File: config.mk
export PLATFORM = sky130hd
export DESIGN_NAME = knn_seq_flat
export DESIGN_NICKNAME = d
export VERILOG_FILES = /design/src/rtl/knn_seq_if.sv /design/src/rtl/knn_seq.sv /design/src/flat_wrapper.sv
export SDC_FILE = /design/constraint.sdc
export NUM_CORES = 1
export LEC_CHECK = 0
export CAP_MARGIN = 20
export CORE_ASPECT_RATIO = 1.1
export CORE_UTILIZATION = 50
export DETAILED_ROUTE_END_ITERATION = 16
export PLACE_DENSITY = 0.68
export SLEW_MARGIN = 10
export SYNTH_ARGS = -nofsm -noshare
export SYNTH_HDL_FRONTEND = slang
export SYNTH_SLANG_ARGS = --single-unit
File: constraint.sdc
create_clock -name clk -period 15.9 [get_ports clk]
set_input_delay 3.18 -clock clk [delete_from_list [all_inputs] [get_ports clk]]
set_output_delay 3.18 -clock clk [all_outputs]
set_load 0.1 [all_outputs]
File: src/rtl/knn_seq_if.sv
// Handshake and reference-write bundle for knn_seq.
// master drives queries, reference writes and result acceptance; slave is the classifier.
interface knn_seq_if #(
    parameter int DATA_DIM        = 2,
    parameter int DIM_PREC        = 4,
    parameter int REF_DATA_POINTS = 8,
    parameter int CLASSIFICATIONS = 4
) ();
    localparam int CLS_W  = $clog2(CLASSIFICATIONS);
    localparam int PT_W   = DATA_DIM * DIM_PREC;
    localparam int DIST_W = 2 * DIM_PREC + $clog2(DATA_DIM) + 1;
    localparam int ADDR_W = $clog2(REF_DATA_POINTS);

    logic                  ref_we;
    logic [ADDR_W-1:0]     ref_addr;
    logic [CLS_W+PT_W-1:0] ref_wdata;
    logic                  q_valid;
    logic                  q_ready;
    logic [PT_W-1:0]       q_data;
    logic                  res_valid;
    logic                  res_ready;
    logic [CLS_W-1:0]      res_class;
    logic [DIST_W-1:0]     res_dist;
    logic                  busy;

    modport master (
        output ref_we, ref_addr, ref_wdata, q_valid, q_data, res_ready,
        input  q_ready, res_valid, res_class, res_dist, busy
    );

    modport slave (
        input  ref_we, ref_addr, ref_wdata, q_valid, q_data, res_ready,
        output q_ready, res_valid, res_class, res_dist, busy
    );
endinterface

File: src/rtl/knn_seq.sv
// Sequential k-nearest-neighbour classifier: scans the reference memory, keeps a sorted K list, votes.
// Define KNN_MANHATTAN_EN to use sum of absolute differences instead of squared Euclidean distance.
//
// state | meaning
// IDLE  | accepting queries and reference writes
// SCAN  | one reference fetched per cycle, previous candidate inserted into the K list
// VOTE  | class c counted in cycle c, running maximum kept
// OUT   | result presented until res_ready
module knn_seq #(
    parameter int DATA_DIM        = 2,
    parameter int DIM_PREC        = 4,
    parameter int REF_DATA_POINTS = 8,
    parameter int K               = 3,
    parameter int CLASSIFICATIONS = 4
) (
    input logic      clk,
    input logic      reset,
    knn_seq_if.slave bus
);
    localparam int CLS_W  = $clog2(CLASSIFICATIONS);
    localparam int PT_W   = DATA_DIM * DIM_PREC;
    localparam int DIST_W = 2 * DIM_PREC + $clog2(DATA_DIM) + 1;
    localparam int IDX_W  = $clog2(REF_DATA_POINTS);
    localparam int CNT_W  = $clog2(K + 1);
    localparam int WORD_W = CLS_W + PT_W;

    typedef enum logic [1:0] {IDLE, SCAN, VOTE, OUT} state_t;

    state_t state_q, state_d;

    logic [WORD_W-1:0] mem_q [REF_DATA_POINTS];
    logic [PT_W-1:0]   query_q;
    logic [IDX_W-1:0]  idx_q;
    logic              fetch_done_q;
    logic              cand_vld_q;
    logic [DIST_W-1:0] cand_dist_q;
    logic [CLS_W-1:0]  cand_cls_q;
    logic [DIST_W-1:0] list_dist_q [K];
    logic [CLS_W-1:0]  list_cls_q  [K];
    logic              list_vld_q  [K];
    logic [CLS_W-1:0]  vote_idx_q;
    logic [CNT_W-1:0]  best_cnt_q;
    logic [CLS_W-1:0]  best_cls_q;
    logic [CLS_W-1:0]  res_class_q;
    logic [DIST_W-1:0] res_dist_q;

    logic [WORD_W-1:0]   ref_word;
    logic [DIM_PREC-1:0] diff;
    logic [DIST_W-1:0]   ref_dist;
    logic [K-1:0]        closer;
    logic [DIST_W-1:0]   ins_dist [K];
    logic [CLS_W-1:0]    ins_cls  [K];
    logic                ins_vld  [K];
    logic [CNT_W-1:0]    vote_cnt;
    logic [CNT_W-1:0]    new_best_cnt;
    logic [CLS_W-1:0]    new_best_cls;
    logic                last_fetch;
    logic                last_vote;

    assign ref_word   = mem_q[idx_q];
    assign last_fetch = (idx_q == IDX_W'(REF_DATA_POINTS - 1));
    assign last_vote  = (vote_idx_q == CLS_W'(CLASSIFICATIONS - 1));

    always_comb begin
        ref_dist = '0;
        diff     = '0;
        for (int d = 0; d < DATA_DIM; d++) begin
            diff = (query_q[d*DIM_PREC +: DIM_PREC] >= ref_word[d*DIM_PREC +: DIM_PREC])
                 ? query_q[d*DIM_PREC +: DIM_PREC] - ref_word[d*DIM_PREC +: DIM_PREC]
                 : ref_word[d*DIM_PREC +: DIM_PREC] - query_q[d*DIM_PREC +: DIM_PREC];
`ifdef KNN_MANHATTAN_EN
            ref_dist = ref_dist + DIST_W'(diff);
`else
            ref_dist = ref_dist + DIST_W'(diff) * DIST_W'(diff);
`endif
        end
    end

    // Strict compare: an equal-distance later reference never displaces an earlier one.
    always_comb begin
        for (int i = 0; i < K; i++) begin
            closer[i]   = (cand_dist_q < list_dist_q[i]);
            ins_dist[i] = list_dist_q[i];
            ins_cls[i]  = list_cls_q[i];
            ins_vld[i]  = list_vld_q[i];
        end
        if (closer[0]) begin
            ins_dist[0] = cand_dist_q;
            ins_cls[0]  = cand_cls_q;
            ins_vld[0]  = 1'b1;
        end
        for (int i = 1; i < K; i++) begin
            if (closer[i-1]) begin
                ins_dist[i] = list_dist_q[i-1];
                ins_cls[i]  = list_cls_q[i-1];
                ins_vld[i]  = list_vld_q[i-1];
            end else if (closer[i]) begin
                ins_dist[i] = cand_dist_q;
                ins_cls[i]  = cand_cls_q;
                ins_vld[i]  = 1'b1;
            end
        end
    end

    always_comb begin
        vote_cnt = '0;
        for (int i = 0; i < K; i++) begin
            if (list_vld_q[i] && (list_cls_q[i] == vote_idx_q)) begin
                vote_cnt = vote_cnt + CNT_W'(1);
            end
        end
        new_best_cnt = best_cnt_q;
        new_best_cls = best_cls_q;
        if (vote_cnt > best_cnt_q) begin
            new_best_cnt = vote_cnt;
            new_best_cls = vote_idx_q;
        end
    end

    always_comb begin
        state_d = state_q;
        case (state_q)
            IDLE:    if (bus.q_valid)   state_d = SCAN;
            SCAN:    if (fetch_done_q)  state_d = VOTE;
            VOTE:    if (last_vote)     state_d = OUT;
            OUT:     if (bus.res_ready) state_d = IDLE;
            default:                    state_d = IDLE;
        endcase
    end

    always_ff @(posedge clk) begin
        if (reset) state_q <= IDLE;
        else       state_q <= state_d;
    end

    always_ff @(posedge clk) begin
        if (bus.ref_we && (state_q == IDLE)) begin
            mem_q[bus.ref_addr] <= bus.ref_wdata;
        end
    end

    always_ff @(posedge clk) begin
        if (reset) begin
            query_q      <= '0;
            idx_q        <= '0;
            fetch_done_q <= 1'b0;
            cand_vld_q   <= 1'b0;
            cand_dist_q  <= '0;
            cand_cls_q   <= '0;
            vote_idx_q   <= '0;
            best_cnt_q   <= '0;
            best_cls_q   <= '0;
            res_class_q  <= '0;
            res_dist_q   <= '0;
            for (int i = 0; i < K; i++) begin
                list_dist_q[i] <= '0;
                list_cls_q[i]  <= '0;
                list_vld_q[i]  <= 1'b0;
            end
        end else begin
            cand_vld_q <= 1'b0;
            case (state_q)
                IDLE: begin
                    if (bus.q_valid) begin
                        query_q      <= bus.q_data;
                        idx_q        <= '0;
                        fetch_done_q <= 1'b0;
                        vote_idx_q   <= '0;
                        best_cnt_q   <= '0;
                        best_cls_q   <= '0;
                        for (int i = 0; i < K; i++) begin
                            list_dist_q[i] <= '1;
                            list_cls_q[i]  <= '0;
                            list_vld_q[i]  <= 1'b0;
                        end
                    end
                end
                SCAN: begin
                    if (!fetch_done_q) begin
                        cand_dist_q <= ref_dist;
                        cand_cls_q  <= ref_word[WORD_W-1 -: CLS_W];
                        cand_vld_q  <= 1'b1;
                        if (last_fetch) fetch_done_q <= 1'b1;
                        else            idx_q        <= idx_q + 1'b1;
                    end
                    if (cand_vld_q) begin
                        for (int i = 0; i < K; i++) begin
                            list_dist_q[i] <= ins_dist[i];
                            list_cls_q[i]  <= ins_cls[i];
                            list_vld_q[i]  <= ins_vld[i];
                        end
                    end
                end
                VOTE: begin
                    best_cnt_q <= new_best_cnt;
                    best_cls_q <= new_best_cls;
                    vote_idx_q <= vote_idx_q + 1'b1;
                    if (last_vote) begin
                        res_class_q <= new_best_cls;
                        res_dist_q  <= list_dist_q[0];
                    end
                end
                default: ;
            endcase
        end
    end

    assign bus.q_ready   = (state_q == IDLE) && !reset;
    assign bus.busy      = (state_q != IDLE);
    assign bus.res_valid = (state_q == OUT);
    assign bus.res_class = res_class_q;
    assign bus.res_dist  = res_dist_q;
endmodule

File: src/flat_wrapper.sv
// flat-port wrapper written by rule: the top's interface ports become plain ports
module knn_seq_flat 
#(
    parameter int DATA_DIM        = 2,
    parameter int DIM_PREC        = 4,
    parameter int REF_DATA_POINTS = 8,
    parameter int K               = 3,
    parameter int CLASSIFICATIONS = 4
)
  (clk, reset, bus_ref_we, bus_ref_addr, bus_ref_wdata, bus_q_valid, bus_q_data, bus_res_ready, bus_q_ready, bus_res_valid, bus_res_class, bus_res_dist, bus_busy);
  knn_seq_if #(.DATA_DIM(DATA_DIM), .DIM_PREC(DIM_PREC), .REF_DATA_POINTS(REF_DATA_POINTS), .CLASSIFICATIONS(CLASSIFICATIONS)) bus_i ();
  input logic clk;
  input logic reset;
  input wire logic [$bits(bus_i.ref_we)-1:0] bus_ref_we;
  input wire logic [$bits(bus_i.ref_addr)-1:0] bus_ref_addr;
  input wire logic [$bits(bus_i.ref_wdata)-1:0] bus_ref_wdata;
  input wire logic [$bits(bus_i.q_valid)-1:0] bus_q_valid;
  input wire logic [$bits(bus_i.q_data)-1:0] bus_q_data;
  input wire logic [$bits(bus_i.res_ready)-1:0] bus_res_ready;
  output wire logic [$bits(bus_i.q_ready)-1:0] bus_q_ready;
  output wire logic [$bits(bus_i.res_valid)-1:0] bus_res_valid;
  output wire logic [$bits(bus_i.res_class)-1:0] bus_res_class;
  output wire logic [$bits(bus_i.res_dist)-1:0] bus_res_dist;
  output wire logic [$bits(bus_i.busy)-1:0] bus_busy;
  assign bus_i.ref_we = bus_ref_we;
  assign bus_i.ref_addr = bus_ref_addr;
  assign bus_i.ref_wdata = bus_ref_wdata;
  assign bus_i.q_valid = bus_q_valid;
  assign bus_i.q_data = bus_q_data;
  assign bus_i.res_ready = bus_res_ready;
  assign bus_q_ready = bus_i.q_ready;
  assign bus_res_valid = bus_i.res_valid;
  assign bus_res_class = bus_i.res_class;
  assign bus_res_dist = bus_i.res_dist;
  assign bus_busy = bus_i.busy;
  knn_seq #(.DATA_DIM(DATA_DIM), .DIM_PREC(DIM_PREC), .REF_DATA_POINTS(REF_DATA_POINTS), .K(K), .CLASSIFICATIONS(CLASSIFICATIONS)) u_core (.clk(clk), .reset(reset), .bus(bus_i));
endmodule
==> results.sh, run 1 <==
export IMPL_fp_dieW_um=128
export IMPL_cts_resized=0
export IMPL_setup_tns_ns=0
export IMPL_p_leak_nw=3.82
export IMPL_drtIter0Drc=466
export IMPL_grt_total_usage_pct=21.5
export IMPL_pin_count=41
export IMPL_numPortBuffers=40
export IMPL_core_area_mm2=0.0171
export IMPL_cts_tree="yes"
export IMPL_synthDistinctLibCells=57
export IMPL_placed_area_mm2=0.00933
export IMPL_dpl_cell_count=1005
export IMPL_gr_total_overflow=0
export IMPL_avgViaCountPerCell=5.56
export IMPL_netlist_area_leader_share_pct=40.9
export IMPL_rows=50
export IMPL_diodes=0
export IMPL_yosysWarnings=0
export IMPL_path_max_fanout=47
export IMPL_routed_wl_mm=18.0
export IMPL_synthTopCellsByArea="edfxtp_1, dfxtp_1, ha_1"
export IMPL_cp_arrival_ns=4.87
export IMPL_fin_cells=1040
export IMPL_skew_ns=0.0116
export IMPL_htreeDepth=4
export IMPL_die_area_mm2=0.0180
export IMPL_place_congestion=0.863
export IMPL_drive_gt1_share_pct=10.3
export IMPL_min_path_type="reg -> reg"
export IMPL_grt_setup_unrepaired="false"
export IMPL_fin_nets=904
export IMPL_crit_required_ns=12.72
export IMPL_ctsHoldBuffers=0
export IMPL_route_detailed_drc=0
export IMPL_min_period_over_period_pct=50.6
export IMPL_netlist_area_mm2=0.00873
export IMPL_start_util_pct=51.1
export IMPL_async_flop_share_pct=0
export IMPL_avgSynthCellArea_um2=11.5
export IMPL_die_y_um=141
export IMPL_max_cap_violations=0
export IMPL_clk_pin_slew_ns=0.07
export IMPL_first_pass_iters=5
export IMPL_seq_area_frac_synth_pct=51.7
export IMPL_setup_worst_path_end_class="primary output"
export IMPL_grt_pass1_vias=5927
export IMPL_max_freq_mhz=124
export IMPL_ant_nets=0
export IMPL_path_class="in -> out"
export IMPL_outcome="completed"
export IMPL_drv_slew=0
export IMPL_ys_ff_latch=166
export IMPL_final_area_mm2=0.00992
export IMPL_cts_sinks=166
export IMPL_power_density_mw_per_mm2=207
export IMPL_cts_buffer_depth=2
export IMPL_numCtsBuffers=17
export IMPL_relSlewSlack_pct=29.0
export IMPL_synth_most_common_cell="edfxtp_1"
export IMPL_yosys_area_top_type="edfxtp_1"
export IMPL_netlist_instances=757
export IMPL_areaGrowthSynthToFinish_pct=13.6
export IMPL_synth_ff_type="edfxtp_1"
export IMPL_grt_max_degree=48
export IMPL_place_hpwl_mm=13.0
export IMPL_ys_top_cells_by_count="edfxtp_1, nand2_1, inv_1, ha_1, a21oi_1"
export IMPL_hold_viol=0
export IMPL_setup_violations=0
export IMPL_start_kind="primary input"
export IMPL_ir_drop_mv=0.194
export IMPL_vias=5785
export IMPL_fillers=1379
export IMPL_synth_edf_count=119
export IMPL_root_buffer="clkbuf_16"
export IMPL_cts_setup_buffers=0
export IMPL_wl_per_cell_um=17.3
export IMPL_syn_nets=868
export IMPL_tightest_slew_ns=1.06
export IMPL_grt_pass1_wl_mm=29.4
export IMPL_antenna_found_initial=0
export IMPL_min_period_ns=8.05
export IMPL_insertion_delay_ns=0.43
==> worst paths after layout <==
check / startpoint / to / slack (ns) / cells after the start
min reg2reg: u_core.best_cls_q[1] / u_core.best_cls_q[1] / 0.45 / 2
min: u_core.best_cls_q[1] / u_core.best_cls_q[1] / 0.45 / 2
max: reset / bus_q_ready / 7.85 / 4
max reg2reg: flop / u_core.cand_dist_q[7] / 8.92 / 24
==> metal layers <==
metal | GRT usage [%] | wire [µm]
met5 | 0 | 0
met2 | 38.8 | 9350
met1 | 24.9 | 7580
met4 | 8.48 | 374
met3 | 4.25 | 688
==> cells in the final DEF (no fill, tap or decap), types with 7 or more instances in the layout <==
master           count
a211oi_1             7
a21o_1               9
a21oi_1             61
clkbuf_16           17
clkdlybuf4s50_1     39
dfxtp_1             47
edfxtp_1           119
fa_1                15
ha_1                70
inv_1               73
inv_2               10
mux2i_1             18
mux4_2              20
nand2_1             97
nand2b_1             9
nand3_1             12
nand4_1             21
nor2_1              28
o211ai_1            20
o21ai_0             14
o21ai_1              8
xnor2_1              8
==> final cells by class <==
type | count | area, µm² | share of cell area (%)
Sequential cell | 166 | 4510 | 45.5
Multi-Input combinational cell | 478 | 3780 | 38.2
Inverter | 83 | 312 | 3.14
Clock buffer | 19 | 433 | 4.36
Tap cell | 234 | 293 | 2.95
Timing Repair Buffer | 47 | 459 | 4.63
Clock inverter | 13 | 124 | 1.25
==> state kept, by name (all words and copies together), names as in the netlist, 3 cells and up, named ones only <==
register             flops
u_core.idx_q             3
u_core.mem_q            80
u_core.cand_dist_q       9
u_core.query_q           8
u_core.list_vld_q        3
u_core.list_dist_q      30
u_core.list_cls_q        6
u_core.bus.res_dist     10
==> kinds of logic after synthesis <==
family / Yosys count / synth area share, %
xor gates and xnor gates: 13 / 1.48
DFF: 166 / 51.7
and+or+nand+nor: 202 / 10.9
adders and majority gates: 85 / 13.5
AOI/OAI and AO/OA: 139 / 9.81
buffers and inverters: 113 / 5.29
muxes: 39 / 7.35
==> report_power, final <==
part           internal [W]  switching [W]
Clock              0.000218       0.000176
Combinational      0.000457       0.000625
Sequential         0.000532      0.0000413
Total               0.00121       0.000842
==> worst max-delay path, stage by stage <==
cell and delay (ns):
buf_2 0.09, buf_4 0.27, nor2_1 0.14, clkdlybuf4s50_1 1.15
==> per-stage QoR <==
step / hold WS [ns] / setup WS, ns / total power (W) / util [%]
after floorplan: 0.427 / 7.87 / 0.00143 / -
after global placement: 0.440 / 7.85 / 0.00162 / 54.6
after detailed placement: 0.445 / 7.84 / 0.00167 / 54.6
after CTS: 0.454 / 7.84 / 0.00207 / 57.9
after global routing: 0.468 / 7.80 / 0.00226 / 58.1
final: 0.452 / 7.85 / 0.00205 / 58.1
No activity file was read; power rests on OpenSTA's default activity.
==> run 2: changes to the inputs <==
- clock period: 15.9 -> 8.3 ns (I/O delays scaled with it)
==> run 2 against run 1 <==
Flip-flop and latch count unchanged. Utilization up 0.15 points. Critical path depth up 22. Clock skew up 0.0062 ns. Largest cell class unchanged. Die area unchanged.
==> results.sh, run 2 (same netlist as run 1, synthesis figures left out) <==
export IMPL_areaGrowthSynthToFinish_pct=13.9
export IMPL_fin_nets=904
export IMPL_route_detailed_drc=0
export IMPL_max_freq_mhz=143
export IMPL_crit_required_ns=8.65
export IMPL_min_period_ns=6.98
export IMPL_start_kind="flop"
export IMPL_drv_slew=0
export IMPL_cts_setup_buffers=0
export IMPL_first_pass_iters=5
export IMPL_largest_register_ffs=80
export IMPL_min_to="u_core.bus.res_dist[1]"
export IMPL_skew_ns=0.0178
export IMPL_p_leak_nw=3.83
export IMPL_root_buffer="clkbuf_16"
export IMPL_r2r_slack_ns=1.32
export IMPL_reg2reg_depth=26
export IMPL_power_density_mw_per_mm2=397
export IMPL_hold_viol=0
export IMPL_min_path_type="reg -> reg"
export IMPL_core_area_mm2=0.0171
export IMPL_ant_nets=0
export IMPL_grt_pass1_wl_mm=29.5
export IMPL_rows=50
export IMPL_min_path_cells=2
export IMPL_insertion_delay_ns=0.43
export IMPL_relSlewSlack_pct=25.2
export IMPL_outcome="completed"
export IMPL_setup_worst_path_end_class="flop"
export IMPL_grt_setup_unrepaired="false"
export IMPL_avgViaCountPerCell=5.63
export IMPL_ir_drop_mv=0.402
export IMPL_diodes=0
export IMPL_cpPeakStageDelay_ns=0.62
export IMPL_die_area_mm2=0.0180
export IMPL_cts_resized=0
export IMPL_cp_arrival_ns=7.33
export IMPL_path_class="reg -> reg"
export IMPL_r2r_end="u_core.cand_dist_q[7]"
export IMPL_tightest_slew_ns=1.12
export IMPL_clk_pin_slew_ns=0.07
export IMPL_grt_max_degree=48
export IMPL_min_delay_start="u_core.bus.res_dist[1]"
export IMPL_cts_sinks=166
export IMPL_routed_wl_mm=18.0
export IMPL_grt_total_usage_pct=21.5
export IMPL_place_congestion=0.928
export IMPL_final_cell_mix="edfxtp_1, nand2_1, inv_1"
export IMPL_drtIter0Drc=462
export IMPL_grt_pass1_vias=5914
export IMPL_max_cap_violations=0
export IMPL_start_util_pct=51.1
export IMPL_fillers=1371
export IMPL_gr_total_overflow=0
export IMPL_setup_tns_ns=0
export IMPL_slowest_stage="dfxtp_1"
export IMPL_placed_area_mm2=0.00932
export IMPL_layout_commonest_cell="edfxtp_1"
export IMPL_drive_gt1_share_pct=10.5
export IMPL_htreeDepth=4
export IMPL_cts_buffer_depth=2
export IMPL_min_period_over_period_pct=84.1
export IMPL_critical_path_top_delay_family="adder cells"
export IMPL_pin_count=41
export IMPL_fp_dieW_um=128
export IMPL_numPortBuffers=40
export IMPL_cts_tree="yes"
export IMPL_path_max_fanout=13
export IMPL_antenna_found_initial=0
export IMPL_final_area_mm2=0.00995
export IMPL_cp_common_cell="fa_1"
export IMPL_place_hpwl_mm=12.8
export IMPL_regMostFlops="u_core.mem_q"
export IMPL_die_y_um=141
export IMPL_crit_buf_inv=6
export IMPL_ctsHoldBuffers=0
export IMPL_setup_violations=0
export IMPL_vias=5852
export IMPL_wl_per_cell_um=17.3
export IMPL_numCtsBuffers=17
-- run 2: changes by cell type in the layout (fill, tap and decap cells not counted), moves of 2 or more --
cell	change
inv_8	+4
clkinv_2	-3
buf_6	-2
clkbuf_1	-2
clkinv_8	+2
-- run 2: worst max path at each step --
stage               start                    end  slack, ns  depth (start not counted)
detailed placement   flop  u_core.cand_dist_q[7]       1.28                         26
floorplan            flop  u_core.cand_dist_q[7]       2.11                         24
global route         flop  u_core.cand_dist_q[7]       0.85                         27
finish               flop  u_core.cand_dist_q[7]       1.32                         26
CTS                  flop  u_core.cand_dist_q[7]       1.25                         26
global placement     flop  u_core.cand_dist_q[7]       1.48                         26
-- run 2: metal layers --
layer | routed length [µm] | global-route usage [%] | up-vias
met1 | 7570 | 26.0 | 2856
li1 | - | - | 2809
met3 | 785 | 3.68 | 28
met4 | 367 | 7.74 | 0
met5 | 0 | 0 | -
met2 | 9270 | 38.6 | 159
-- run 2: final cells by class --
| type | count | area (µm²) | share of cell area (%) |
|---|---|---|---|
| sequential | 166 | 4510 | 45.4 |
| clock buffer | 17 | 425 | 4.28 |
| multi-input combinational | 478 | 3780 | 38.1 |
| timing repair buffer | 47 | 459 | 4.62 |
| inverter | 83 | 312 | 3.13 |
| clock inverter | 15 | 158 | 1.59 |
| tap | 234 | 293 | 2.94 |
-- run 2: power breakdown --
part | switching (W) | internal (W) | leakage, nW | total, W
sequential | 0.0000812 | 0.00102 | 1.53 | 0.00110
combinational | 0.00121 | 0.000874 | 2.02 | 0.00208
clock | 0.000368 | 0.000403 | 0.285 | 0.000771
-- run 2: worst register-to-register path: stages (launching register included) --
cell      delay, ns
dfxtp_1        0.62
buf_4          0.37
mux4_2         0.55
mux2i_1        0.23
inv_2          0.05
ha_1           0.19
inv_1          0.07
fa_1           0.19
a21oi_1        0.05
o21ai_1        0.32
mux2i_1        0.27
xor2_1         0.26
nand2b_1       0.22
fa_1           0.45
fa_1           0.50
inv_1          0.06
fa_1           0.53
inv_1          0.05
fa_1           0.52
inv_1          0.04
ha_1           0.22
fa_1           0.40
a21o_1         0.17
a21oi_1        0.18
xnor2_1        0.14
nand2_1        0.07
a21oi_1        0.18
-- run 2: per-stage QoR --
stage	cells	power [W]	worst slack, ns	util (%)	hold WS, ns
2_1_floorplan	757	0.00274	2.11	-	0.427
3_3_place_gp	1004	0.00314	1.48	54.6	0.436
3_5_place_dp	1004	0.00321	1.28	54.6	0.446
4_1_cts	1036	0.00399	1.25	58.0	0.456
5_1_grt	1040	0.00434	0.852	58.2	0.475
6_report	1040	0.00395	1.32	58.2	0.452
==> run 3: changes to the inputs <==
- clock period: 8.3 -> 7.2 ns (I/O delays scaled with it)
==> run 3 against run 2 <==
Sequential power rose by 15%. Largest power group unchanged. Power increased by 16%. Critical path depth grew 1. Largest cell class unchanged. Clock-buffer cell count up 2. Worst setup slack got worse by 0.77 ns. Die area stayed put. Non-clock buffer count decreased by 1. Clock power up 13%. Sequential share of layout area increased by 0.11 points.
==> results.sh, run 3 (same netlist as run 1, synthesis figures left out) <==
export IMPL_cts_sinks=166
export IMPL_power_density_mw_per_mm2=464
export IMPL_place_hpwl_mm=13.1
export IMPL_setup_worst_path_end_class="flop"
export IMPL_setup_violations=0
export IMPL_vias=5811
export IMPL_root_buffer="clkbuf_16"
export IMPL_hold_slack_ns=0.454
export IMPL_htreeDepth=4
export IMPL_fin_nets=903
export IMPL_outcome="completed"
export IMPL_cp_common_cell="fa_1"
export IMPL_cts_buffer_depth=2
export IMPL_diodes=0
export IMPL_placed_area_mm2=0.00934
export IMPL_min_path_type="reg -> reg"
export IMPL_route_detailed_drc=0
export IMPL_numCtsBuffers=17
export IMPL_min_period_ns=6.65
export IMPL_rows=50
export IMPL_grt_setup_unrepaired="false"
export IMPL_start_kind="flop"
export IMPL_start_util_pct=51.1
export IMPL_routed_wl_mm=18.3
export IMPL_max_freq_mhz=150
export IMPL_first_pass_iters=5
export IMPL_drive_gt1_share_pct=10.4
export IMPL_core_area_mm2=0.0171
export IMPL_p_leak_nw=3.82
export IMPL_crit_buf_inv=7
export IMPL_final_area_mm2=0.00992
export IMPL_critical_path_top_delay_family="adder cells"
export IMPL_place_congestion=0.876
export IMPL_crit_required_ns=7.55
export IMPL_finish_utilization_pct=58.1
export IMPL_relSlewSlack_pct=27.6
export IMPL_die_y_um=141
export IMPL_slowest_stage="fa_1"
export IMPL_antenna_found_initial=0
export IMPL_path_class="reg -> reg"
export IMPL_grt_pass1_vias=5967
export IMPL_tightest_slew_ns=1.08
export IMPL_cts_tree="yes"
export IMPL_cp_arrival_ns=7.00
export IMPL_ant_nets=0
export IMPL_grt_max_degree=47
export IMPL_grt_total_usage_pct=21.8
export IMPL_die_area_mm2=0.0180
export IMPL_skew_ns=0.0101
export IMPL_pin_count=41
export IMPL_insertion_delay_ns=0.43
export IMPL_grt_pass1_wl_mm=29.9
export IMPL_final_cell_mix="edfxtp_1, nand2_1, inv_1"
export IMPL_layout_commonest_cell="edfxtp_1"
export IMPL_ir_drop_mv=0.417
export IMPL_cpPeakStageDelay_ns=0.53
export IMPL_gr_total_overflow=0
export IMPL_hold_viol=0
export IMPL_areaGrowthSynthToFinish_pct=13.7
export IMPL_min_period_over_period_pct=92.4
export IMPL_wl_per_cell_um=17.6
export IMPL_path_max_fanout=7
export IMPL_setup_tns_ns=0
export IMPL_avgViaCountPerCell=5.59
export IMPL_clk_pin_slew_ns=0.07
export IMPL_fp_dieW_um=128
export IMPL_numPortBuffers=40
export IMPL_drv_slew=0
export IMPL_regMostFlops="u_core.mem_q"
export IMPL_max_cap_violations=0
export IMPL_largest_register_ffs=80
export IMPL_drtIter0Drc=489
export IMPL_ctsHoldBuffers=0
-- run 3: cell count changes in the layout (fill, tap and decap cells not counted) --
cell       previous run  this run
inv_8                 5         0
clkinv_2              0         3
clkinv_4              2         5
clkinv_8              2         0
inv_6                 5         3
buf_6                 1         0
bufinv_16             0         1
clkbuf_1              0         1
clkbuf_8              0         1
o21ai_1               8         7
o21ai_2               0         1
-- run 3: layout make-up --
cell class                 instances  area (µm²)
clock buffer                      19         443
clock inverter                    13         123
fill                            1396        7160
inverter                          83         312
multi-input combinational        478        3790
sequential                       166        4510
tap                              234         293
timing repair buffer              46         448
-- run 3: layer usage --
metal | GRT usage (%) | vias up | share of wire (%)
li1 | - | 2788 | -
met1 | 25.9 | 2851 | 42
met2 | 39.3 | 143 | 52
met3 | 3.95 | 29 | 3.7
met4 | 7.74 | 0 | 2.2
met5 | 0 | - | 0
-- run 3: path summary, 6_finish.rpt --
path / slack, ns / cells past startpoint / from / endpoint
setup / recovery: 0.55 / 27 / flop / u_core.cand_dist_q[7]
hold / removal: 0.45 / 2 / u_core.best_cls_q[1] / u_core.best_cls_q[1]
setup reg to reg: 0.55 / 27 / flop / u_core.cand_dist_q[7]
hold reg to reg: 0.45 / 2 / u_core.best_cls_q[1] / u_core.best_cls_q[1]
-- run 3: per-stage QoR --
stage | setup WS (ns) | power (W) | std cells
finish | 0.549 | 0.00460 | 1039
global route | 0.0634 | 0.00501 | 1039
CTS | 0.453 | 0.00464 | 1038
detailed placement | 0.510 | 0.00374 | 1006
global placement | 0.715 | 0.00363 | 1006
floorplan | 1.01 | 0.00316 | 757
-- run 3: report_power, final --
group / total, W / switching, W / internal (W) / leakage, nW
Sequential: 0.00127 / 0.0000908 / 0.00118 / 1.53
Clock: 0.000873 / 0.000384 / 0.000489 / 0.278
Combinational: 0.00246 / 0.00143 / 0.00103 / 2.02
Total: 0.00460 / 0.00191 / 0.00269 / 3.82
-- run 3: worst min-delay path: stages, from the launching register on --
cell	delay [ns]
dfxtp_1	0.30
nand2_1	0.05
a21oi_1	0.05
-- run 3: repair_timing --
item                       in CTS  in global routing
resized for setup               0                  1
setup buffers                   0                  0
setup endpoints to repair       0                  1
